--- config.mk ---
export PLATFORM = sky130hd
export DESIGN_NAME = imm_gen_pipe
export DESIGN_NICKNAME = d
export VERILOG_FILES = /design/src/rtl/imm_gen_pkg.sv /design/src/rtl/imm_gen_pipe_decode.sv /design/src/rtl/imm_gen_pipe.sv
export SDC_FILE = /design/constraint.sdc
export NUM_CORES = 1
export LEC_CHECK = 0
export BUFFER_PORTS_ARGS = -buffer_cell sky130_fd_sc_hd__buf_2
export CORE_ASPECT_RATIO = 2
export CORE_MARGIN = 3
export CORE_UTILIZATION = 57
export DETAILED_ROUTE_END_ITERATION = 8
export PLACE_DENSITY = 0.93
export SYNTH_ARGS = -nofsm -noshare
export SYNTH_HDL_FRONTEND = slang
export SYNTH_HIERARCHICAL = 1
export SYNTH_SLANG_ARGS = --single-unit
--- constraint.sdc ---
create_clock -name clk -period 2.2 [get_ports clk]
set_input_delay 0.55 -clock clk [delete_from_list [all_inputs] [get_ports clk]]
set_output_delay 0.55 -clock clk [all_outputs]
set_load 0.1 [all_outputs]
--- src/rtl/imm_gen_pkg.sv ---
// Shared opcodes, immediate-format enum and decode flag record for the
// decode-stage immediate generator.
package imm_gen_pkg;

  localparam logic [6:0] OPC_OP_IMM    = 7'b0010011;
  localparam logic [6:0] OPC_LOAD      = 7'b0000011;
  localparam logic [6:0] OPC_JALR      = 7'b1100111;
  localparam logic [6:0] OPC_MISC_MEM  = 7'b0001111;
  localparam logic [6:0] OPC_OP_IMM_32 = 7'b0011011;
  localparam logic [6:0] OPC_STORE     = 7'b0100011;
  localparam logic [6:0] OPC_BRANCH    = 7'b1100011;
  localparam logic [6:0] OPC_JAL       = 7'b1101111;
  localparam logic [6:0] OPC_LUI       = 7'b0110111;
  localparam logic [6:0] OPC_AUIPC     = 7'b0010111;
  localparam logic [6:0] OPC_SYSTEM    = 7'b1110011;
  localparam logic [6:0] OPC_OP        = 7'b0110011;
  localparam logic [6:0] OPC_OP_32     = 7'b0111011;

  typedef enum logic [2:0] {
    IMM_NONE = 3'd0,
    IMM_I    = 3'd1,
    IMM_S    = 3'd2,
    IMM_B    = 3'd3,
    IMM_U    = 3'd4,
    IMM_J    = 3'd5,
    IMM_CSR  = 3'd6
  } imm_type_e;

  // Width-independent part of a decoded record; imm/zimm travel beside it
  // because their width follows XLEN.
  typedef struct packed {
    imm_type_e imm_type;
    logic      illegal;
  } dec_flags_t;

endpackage

--- src/rtl/imm_gen_pipe_decode.sv ---
// Combinational instruction -> immediate/format/illegal decode for one
// 32-bit RV instruction, sign-extended to XLEN.
module imm_decode
  import imm_gen_pkg::*;
#(
  parameter int XLEN = 32
) (
  input  logic [31:0]     inst,
  output logic [XLEN-1:0] imm,
  output logic [XLEN-1:0] zimm,
  output dec_flags_t      flags
);

  localparam bit IS64 = (XLEN == 64);

  logic signed [11:0] i_imm;
  logic signed [11:0] s_imm;
  logic signed [12:0] b_imm;
  logic signed [20:0] j_imm;
  logic signed [31:0] u_imm;

  always_comb begin
    i_imm = inst[31:20];
    s_imm = {inst[31:25], inst[11:7]};
    b_imm = {inst[31], inst[7], inst[30:25], inst[11:8], 1'b0};
    j_imm = {inst[31], inst[19:12], inst[20], inst[30:21], 1'b0};
    u_imm = {inst[31:12], 12'b0};

    imm            = '0;
    zimm           = '0;
    flags.imm_type = IMM_NONE;
    flags.illegal  = 1'b0;

    // Casting a signed field to XLEN performs the sign extension from inst[31].
    case (inst[6:0])
      OPC_OP_IMM, OPC_LOAD, OPC_JALR, OPC_MISC_MEM: begin
        flags.imm_type = IMM_I;
        imm            = XLEN'(i_imm);
      end
      OPC_OP_IMM_32: begin
        if (IS64) begin
          flags.imm_type = IMM_I;
          imm            = XLEN'(i_imm);
        end else begin
          flags.illegal = 1'b1;
        end
      end
      OPC_STORE: begin
        flags.imm_type = IMM_S;
        imm            = XLEN'(s_imm);
      end
      OPC_BRANCH: begin
        flags.imm_type = IMM_B;
        imm            = XLEN'(b_imm);
      end
      OPC_JAL: begin
        flags.imm_type = IMM_J;
        imm            = XLEN'(j_imm);
      end
      OPC_LUI, OPC_AUIPC: begin
        flags.imm_type = IMM_U;
        imm            = XLEN'(u_imm);
      end
      OPC_SYSTEM: begin
        flags.imm_type = IMM_CSR;
        imm            = XLEN'(inst[31:20]);
        if (inst[14]) zimm = XLEN'(inst[19:15]);
      end
      OPC_OP: begin
        flags.imm_type = IMM_NONE;
      end
      OPC_OP_32: begin
        flags.illegal = !IS64;
      end
      default: begin
        flags.illegal = 1'b1;
      end
    endcase
  end

endmodule

--- src/rtl/imm_gen_pipe.sv ---
// Registered immediate generator: decode feeding a 2-entry skid buffer
// with valid/ready on both sides and a saturating illegal counter.
module imm_gen_pipe
  import imm_gen_pkg::*;
#(
  parameter int XLEN  = 32,
  parameter int CNT_W = 16
) (
  input  logic             clk,
  input  logic             rst_n,
  input  logic             in_valid,
  output logic             in_ready,
  input  logic [31:0]      inst,
  output logic             out_valid,
  input  logic             out_ready,
  output logic [XLEN-1:0]  imm,
  output logic [XLEN-1:0]  zimm,
  output logic [2:0]       imm_type,
  output logic             illegal,
  output logic [CNT_W-1:0] ill_cnt
);

  // Handshake: a transfer happens on a posedge where valid and ready are both
  // high; producers hold data stable while valid is high and ready is low.

  typedef struct packed {
    logic [XLEN-1:0] imm;
    logic [XLEN-1:0] zimm;
    dec_flags_t      flags;
  } ent_t;

  ent_t main_q, skid_q, dec_e;
  logic main_v, skid_v;
  logic in_xfer, out_xfer;

  imm_decode #(.XLEN(XLEN)) u_dec (
    .inst  (inst),
    .imm   (dec_e.imm),
    .zimm  (dec_e.zimm),
    .flags (dec_e.flags)
  );

  assign in_ready = !skid_v;
  assign in_xfer  = in_valid && in_ready;
  assign out_xfer = main_v && out_ready;

  always_ff @(posedge clk) begin
    if (!rst_n) begin
      main_v  <= 1'b0;
      skid_v  <= 1'b0;
      main_q  <= '0;
      skid_q  <= '0;
      ill_cnt <= '0;
    end else begin
      if (out_xfer && main_q.flags.illegal && (ill_cnt != {CNT_W{1'b1}}))
        ill_cnt <= ill_cnt + 1'b1;

      // in_ready is low whenever skid is occupied, so skid refill and
      // input capture never coincide.
      if (!main_v || out_xfer) begin
        if (skid_v) begin
          main_q <= skid_q;
          main_v <= 1'b1;
          skid_v <= 1'b0;
        end else if (in_xfer) begin
          main_q <= dec_e;
          main_v <= 1'b1;
        end else begin
          main_v <= 1'b0;
        end
      end else if (in_xfer) begin
        skid_q <= dec_e;
        skid_v <= 1'b1;
      end
    end
  end

  assign out_valid = main_v;
  assign imm       = main_q.imm;
  assign zimm      = main_q.zimm;
  assign imm_type  = main_q.flags.imm_type;
  assign illegal   = main_q.flags.illegal;

endmodule

==> results of run 1 <==
==> worst register-to-register path, cell delays in order, from the launching register on <==
cell and delay [ns]:
dfxtp_4 0.37, ha_1 0.22, nand3_1 0.11, or2_2 0.29
buf_4 0.17, nor4_1 0.43, mux2i_1 0.24
==> path summary, 6_finish.rpt <==
| kind | to | slack, ns | start |
|---|---|---|---|
| worst max register to register | ill_cnt[14]$_SDFFE_PN0P_ | 0.28 | ill_cnt[0]$_SDFFE_PN0P_ |
| worst max-delay path | ill_cnt[14]$_SDFFE_PN0P_ | 0.28 | ill_cnt[0]$_SDFFE_PN0P_ |
| worst min register to register | skid_q[2]$_SDFFE_PN0P_ | 0.45 | skid_q[2]$_SDFFE_PN0P_ |
| worst min-delay path | out_valid$_SDFFE_PN0N_ | 0.42 | in_valid |
==> state kept, by name (all words and copies together), names as in the netlist <==
signal and count:
ill_cnt 16, illegal 1, imm 32, imm_type 3
out_valid 1, skid_q 68, skid_v 1, zimm 32
==> metal layers <==
layer | share of wire, % | track usage [%] | vias up
li1 | - | - | 3118
met3 | 3.5 | 4.341 | 43
met5 | 0 | 0 | -
met4 | 3.5 | 12.32 | 0
met1 | 38 | 27.50 | 2981
met2 | 55 | 47.57 | 165
==> layout by cell type, fill, tap and decap left out, types with 4 or more instances in the layout <==
| master | instances |
|---|---|
| a211oi_1 | 69 |
| a21o_1 | 19 |
| a21oi_1 | 86 |
| a32o_1 | 5 |
| and3_1 | 17 |
| buf_12 | 6 |
| buf_2 | 121 |
| buf_4 | 19 |
| bufinv_16 | 5 |
| clkbuf_16 | 17 |
| conb_1 | 27 |
| dfxtp_1 | 135 |
| dfxtp_2 | 16 |
| inv_1 | 5 |
| mux2i_1 | 72 |
| nand2_1 | 157 |
| nand2b_1 | 4 |
| nand3_1 | 7 |
| nand4_1 | 5 |
| nor2_1 | 79 |
| nor3_1 | 8 |
| nor4_1 | 4 |
| o21ai_0 | 7 |
| o21ai_1 | 4 |
| o31ai_1 | 5 |
| or4_1 | 5 |
==> through the flow <==
stage               instances  instance area [sq um]
global route             1104                   8422
CTS                      1104                   8422
global placement         1073                   7780
detailed placement       1073                   7780
finish                   1104                   8422
floorplan                 872                   7208
==> cells by family after synthesis <==
family                     Yosys count  share of synthesized area (%)
buffers and inverters               98                          7.384
AOI/OAI and AO/OA                  208                          19.08
and+or+nand+nor                    311                          19.48
adders and majority gates            1                         0.1766
muxes                               72                          10.17
DFF                                154                          43.53
xor gates and xnor gates             1                         0.1237
other                                1                        0.05294
==> layout make-up <==
cell class | count | share of cell area, %
Tap cell | 147 | 2.184
Multi-Input combinational cell | 620 | 42.61
Sequential cell | 154 | 36.98
Clock buffer | 20 | 5.304
Timing Repair Buffer | 146 | 10.31
Inverter | 6 | 0.2971
Clock inverter | 11 | 2.318
==> power groups by stage <==
stage	sequential [mW]	clock (mW)	combinational [mW]
2_1_floorplan	3.69	0	0.400
3_3_place_gp	3.01	0	1.29
3_5_place_dp	3.02	0	1.29
4_1_cts	2.96	3.20	1.30
5_1_grt	2.97	3.32	1.37
6_report	2.96	3.16	1.30
==> impl_results.md, run 1 <==
* Initial Utilization at 58.42%
* Seq/Total Area, Yosys at 43.53%
* CTS tree: done
* CTS resizes at 0
* Critical Path Fanout Max at 10
* Die X at between 80 and 90 um
* Master of the slowest instance on the critical path: nor4_1
* Synthesized area per cell at 8.372 sq um
* Total of warnings raised by yosys at 6
* Synth top cells by count: nand2_1 (157), dfxtp_1 (154), a21oi_1 (86), nor2_1 (80), mux2i_1 (72)
* Share of cells above drive strength 1 at 21.84%
* Congestion Overflow GR at 0
* Top FF cell, synth: dfxtp_1
* Status: completed
* Clk pwr share at roughly 43%
* Clk sink count at 154
* Die ar. at 0.01388 sq mm
* Setup crit end kind: register
* Initial antenna violation count at 0
* IO Pins at roughly 120
* Fin Setup TNS at 0 ns
* Drt via density at 5.713
* Count leader, synth: nand2_1
* Hold crit path type: in2reg
* Fin util at 69.46%
* Post-CTS setup buffers at 0
* WHS Path Cells at 3
* Max Root-Sink Buffers at 2
* Post-synth ARST share at 0%
* Post-Route WL at 17520 um
* Num rows at between 50 and 60
* Area grow syn2layout at 18.90%
* Routability cong. at 0.9148
* Clock Latency Late Sink at slightly above 0.4 ns
* Crit share post-route at 87.17%
* Synth top area cells: dfxtp_1 (44%), mux2i_1 (10%), nand2_1 (8.3%)
* Fin crit period at 1.918 ns
* Synthesized instance count at 846
* Hpwl dp at between 10000 and 15000 um
* Clock-pin slew on the worst setup and hold paths at 0.06 ns
* Number of vias after detailed routing at 6307
* RSZ-0062 raised after global routing: no
* Multi-input logic area at 0.003588 sq mm
* Post-CTS Hold Buffers at 0
* Port bufs at ~120
* Final ANT Viol Nets at 0
* Pre-CTS WS at 0.08144 ns
* Max-Cap Viols at 0
* Mapped Area at 0.007083 sq mm
* Setup crit start kind: register
* Slew headroom at 63.80%
* Drt pass-1 iters at 5
* NumNets Final at 982
* Max Clock Skew at 0.004942 ns
* Combinational power share at 17.5%
* Critical Path RT at 2.54 ns
* Initial DRC Count at 494
* Peak supply drop at between 0.7 and 0.8 mV
* FF+latch count, synth at 154
* Routed wire length per instance at about 16 um
* Min setup slack post-route at roughly 0.28 ns
* Global-route wire length before repair at 28840 um
* Die Height at 163.6 um
* P per Cell Area at between 800 and 900 mW/mm^2
* Cells along the critical path: ha_1 -> nand3_1 -> or2_2 -> buf_4 -> nor4_1 -> mux2i_1
* Largest net degree at the start of global routing at 89
* Sequential Area at 0.003114 sq mm
* DRC violations left at 0
* Seq pwr share at 39.9%
* Leading area contributor after synthesis: dfxtp_1
* All-layer global routing usage at 25.63%
* Worst EP arrival at 2.25 ns
* Leakage dissipation at 3.426 nW
* FF-to-FF path depth at 6
* Vias in the first global route at 6065
* Max stage delay on crit path at between 0.4 and 0.5 ns
* Design Power at 7.421 mW
* Int Power at 5.186 mW
* Sw Ratio at 30.12%
* Number of synthesized flops with an enable pin at 0
* Final setup viols at 0
* N_diodes at 0
* Core ar. at 0.01212 sq mm
* Buffer and inverter count on the worst path at 1
* Total CTS buffers at 17
* Clock root cell: clkbuf_16
* Worst Tran Pin Value at 0.5468 ns
* P_sw at 2.236 mW
* Final hold slack at between 0.4 and 0.5 ns
* Pins Over Slew Limit at 0
* Final hold vios at 0
* Synth unique cells at 53
* Max H-tree Level at 4
* Critical path class: reg2reg
* Fmax at about 520 MHz
* CP Depth at 6
* Filler Cell Count at ~970
* CP delay by family, top: simple AND/OR/NAND/NOR gates
* Top-area cell type share of the netlist area at 43.53%
(Power assumes the default switching activity.)
==> inputs of run 2 (changes only) <==
--- a/config.mk
+++ b/config.mk
@@ -5,11 +5,12 @@
 export SDC_FILE = /design/constraint.sdc
 export NUM_CORES = 1
 export LEC_CHECK = 0
-export BUFFER_PORTS_ARGS = -buffer_cell sky130_fd_sc_hd__buf_2
+export BUFFER_PORTS_ARGS = -buffer_cell sky130_fd_sc_hd__buf_4
 export CORE_ASPECT_RATIO = 2
 export CORE_MARGIN = 3
 export CORE_UTILIZATION = 57
 export DETAILED_ROUTE_END_ITERATION = 8
+export GPL_ROUTABILITY_DRIVEN = 0
 export PLACE_DENSITY = 0.93
 export SYNTH_ARGS = -nofsm -noshare
 export SYNTH_HDL_FRONTEND = slang
==> run 2 against run 1 <==
Net effect: final cell count is 0.27% lower; setup slack better by 0.0014 ns; clock skew is 0.0082 ns higher; cell area is 2.7% higher; utilization is 1.9 points higher; via count is 3.5% higher; first-iteration DRC count is 2.6% lower; combinational power is 6% higher; sequential share of layout area is 0.97 points lower; count of clock-buffer cells in the layout is 1 lower; largest cell class unchanged; largest power group unchanged; highest routed layer unchanged.
==> impl_results.md, run 2 (synthesis gave the netlist of run 1 again) <==
* Clk sink count at 154 (unchanged)
* Status: completed (unchanged)
* Critical path class: reg2reg (unchanged)
* Clk pwr share at 41.1% (was 42.6%)
* Port bufs at 121 (unchanged)
* Sw Ratio at 31.66% (was 30.12%)
* Clock root cell: clkbuf_16 (unchanged)
* Post-Layout Inst Area at 0.008650 sq mm (was 0.008422 sq mm)
* Drt pass-1 iters at 7 (was 5)
* Seq pwr share at 40.2% (was 39.9%)
* Final ANT Viol Nets at 0 (unchanged)
* Share of cells above drive strength 1 at 21.70% (was 21.84%)
* Commonest non-fill, non-tap cell in the layout: nand2_1 (unchanged)
* Min setup slack post-route at 0.2837 ns (was 0.2823 ns)
* Master of the slowest instance on the critical path: or4_2 (was nor4_1)
* Congestion Overflow GR at 0 (unchanged)
* NumNets Final at 978 (was 982)
* Pins Over Slew Limit at 0 (unchanged)
* RSZ-0062 raised after global routing: no (unchanged)
* Critical Path Fanout Max at 5 (was 10)
* DP Area at 0.008040 sq mm (was 0.007780 sq mm)
* P per Cell Area at 852.8 mW/mm^2 (was 881.2 mW/mm^2)
* Placed cell count at 1069 (was 1073)
* Design Power at 7.376 mW (was 7.421 mW)
* P_sw at 2.335 mW (was 2.236 mW)
* Global-route wire length before repair at 29850 um (was 28840 um)
* Post-Route WL at 18420 um (was 17520 um)
* Setup crit start kind: register (unchanged)
* IO Pins at 122 (unchanged)
* N_diodes at 0 (unchanged)
* Num rows at 57 (unchanged)
* Combinational power share at 18.7% (was 17.5%)
* Pre-CTS WS at 0.06996 ns (was 0.08144 ns)
* Initial DRC Count at 481 (was 494)
* Worst Tran Pin Value at 0.5934 ns (was 0.5468 ns)
* Hold crit path type: in2reg (unchanged)
* Max stage delay on crit path at 0.67 ns (was 0.43 ns)
* Max-Cap Viols at 0 (unchanged)
* Crit share post-route at 87.11% (was 87.17%)
* CTS resizes at 0 (unchanged)
* Fin util at 71.34% (was 69.46%)
* Post-CTS setup buffers at 0 (unchanged)
* Drt via density at 5.929 (was 5.713)
* Flip-flop count of the largest register after layout at 68 (unchanged)
* Largest net degree at the start of global routing at 99 (was 89)
* DRC violations left at 0 (unchanged)
* Die ar. at 0.01388 sq mm (unchanged)
* CTS tree: done (unchanged)
* Total CTS buffers at 17 (unchanged)
* Fmax at 521.8 MHz (was 521.5 MHz)
* Core ar. at 0.01212 sq mm (unchanged)
* Initial Utilization at 58.42% (unchanged)
* Peak supply drop at 0.8219 mV (was 0.7100 mV)
* Vias in the first global route at 6261 (was 6065)
* Top reg by flops: skid_q (unchanged)
* Die X at 84.83 um (unchanged)
* Leakage dissipation at 3.434 nW (was 3.426 nW)
* Worst EP arrival at 2.22 ns (was 2.25 ns)
* Fin crit period at 1.916 ns (was 1.918 ns)
* Clock-pin slew on the worst setup and hold paths at 0.07 ns (was 0.06 ns)
* Fin Setup TNS at 0 ns (unchanged)
* Cells along the critical path: ha_1 -> nand3_1 -> or2_2 -> or4_2 -> o211a_1 (was ha_1 -> nand3_1 -> or2_2 -> buf_4 -> nor4_1 -> mux2i_1)
* Slew headroom at 60.02% (was 63.80%)
* Initial antenna violation count at 0 (unchanged)
* Post-CTS Hold Buffers at 0 (unchanged)
* Max Root-Sink Buffers at 2 (unchanged)
* Final setup viols at 0 (unchanged)
* Non-filler cells, final at 1101 (was 1104)
* Buffer and inverter count on the worst path at 0 (was 1)
* Routed wire length per instance at 16.73 um (was 15.87 um)
* Hpwl dp at 12230 um (was 12140 um)
* All-layer global routing usage at 26.47% (was 25.63%)
* Area grow syn2layout at 22.12% (was 18.90%)
* Setup crit end kind: register (unchanged)
* Critical Path RT at 2.50 ns (was 2.54 ns)
* Final hold slack at 0.4153 ns (was 0.4217 ns)
* Most frequent cells in the layout: nand2_1 (157), buf_4 (137), dfxtp_1 (135), a21oi_1 (86), nor2_1 (79) (was nand2_1 (157), dfxtp_1 (135), buf_2 (121), a21oi_1 (86), nor2_1 (79))
* Final hold vios at 0 (unchanged)
* Number of vias after detailed routing at 6528 (was 6307)
* Clock Latency Late Sink at 0.42 ns (was 0.41 ns)
* Max H-tree Level at 4 (unchanged)
* Die Height at 163.6 um (unchanged)
* CP delay by family, top: simple AND/OR/NAND/NOR gates (unchanged)
* Int Power at 5.041 mW (was 5.186 mW)
* Max Clock Skew at 0.01315 ns (was 0.004942 ns)
## run 2: path summary, 6_finish.rpt
check / start / to / slack [ns] / cells past startpoint
setup reg to reg: ill_cnt[1]$_SDFFE_PN0P_ / ill_cnt[12]$_SDFFE_PN0P_ / 0.28 / 5
hold reg to reg: skid_q[43]$_SDFFE_PN0P_ / skid_q[43]$_SDFFE_PN0P_ / 0.45 / 2
setup / recovery: ill_cnt[1]$_SDFFE_PN0P_ / ill_cnt[12]$_SDFFE_PN0P_ / 0.28 / 5
hold / removal: in_valid / out_valid$_SDFFE_PN0N_ / 0.42 / 3
## run 2: layout make-up
| class | count | area [sq um] |
|---|---|---|
| Clock buffer | 19 | 442.9 |
| Clock inverter | 13 | 166.4 |
| Fill cell | 896 | 3475 |
| Inverter | 6 | 25.02 |
| Multi-Input combinational cell | 620 | 3588 |
| Sequential cell | 154 | 3114 |
| Tap cell | 147 | 183.9 |
| Timing Repair Buffer | 142 | 1129 |
## run 2: power by group through the flow
stage	registers, mW	logic (mW)	clock network [mW]
finish	2.97	1.38	3.03
global route	2.98	1.44	3.17
CTS	2.97	1.37	3.07
detailed placement	3.03	1.36	0
global placement	3.02	1.34	0
floorplan	3.69	0.400	0
## run 2: worst register-to-register path: stages, from the launching register on
cell and delay [ns]:
dfxtp_4 0.37, ha_1 0.22, nand3_1 0.11, or2_2 0.28
or4_2 0.67, o211a_1 0.14
## run 2: routing by layer
layer / global-route usage [%] / wire length (um) / vias up
met3: 4.493 / 934 / 73
met5: 0 / 0 / -
met4: 15.20 / 1009 / 0
met2: 47.72 / 9790 / 268
li1: - / - / 3112
met1: 28.59 / 6688 / 3075
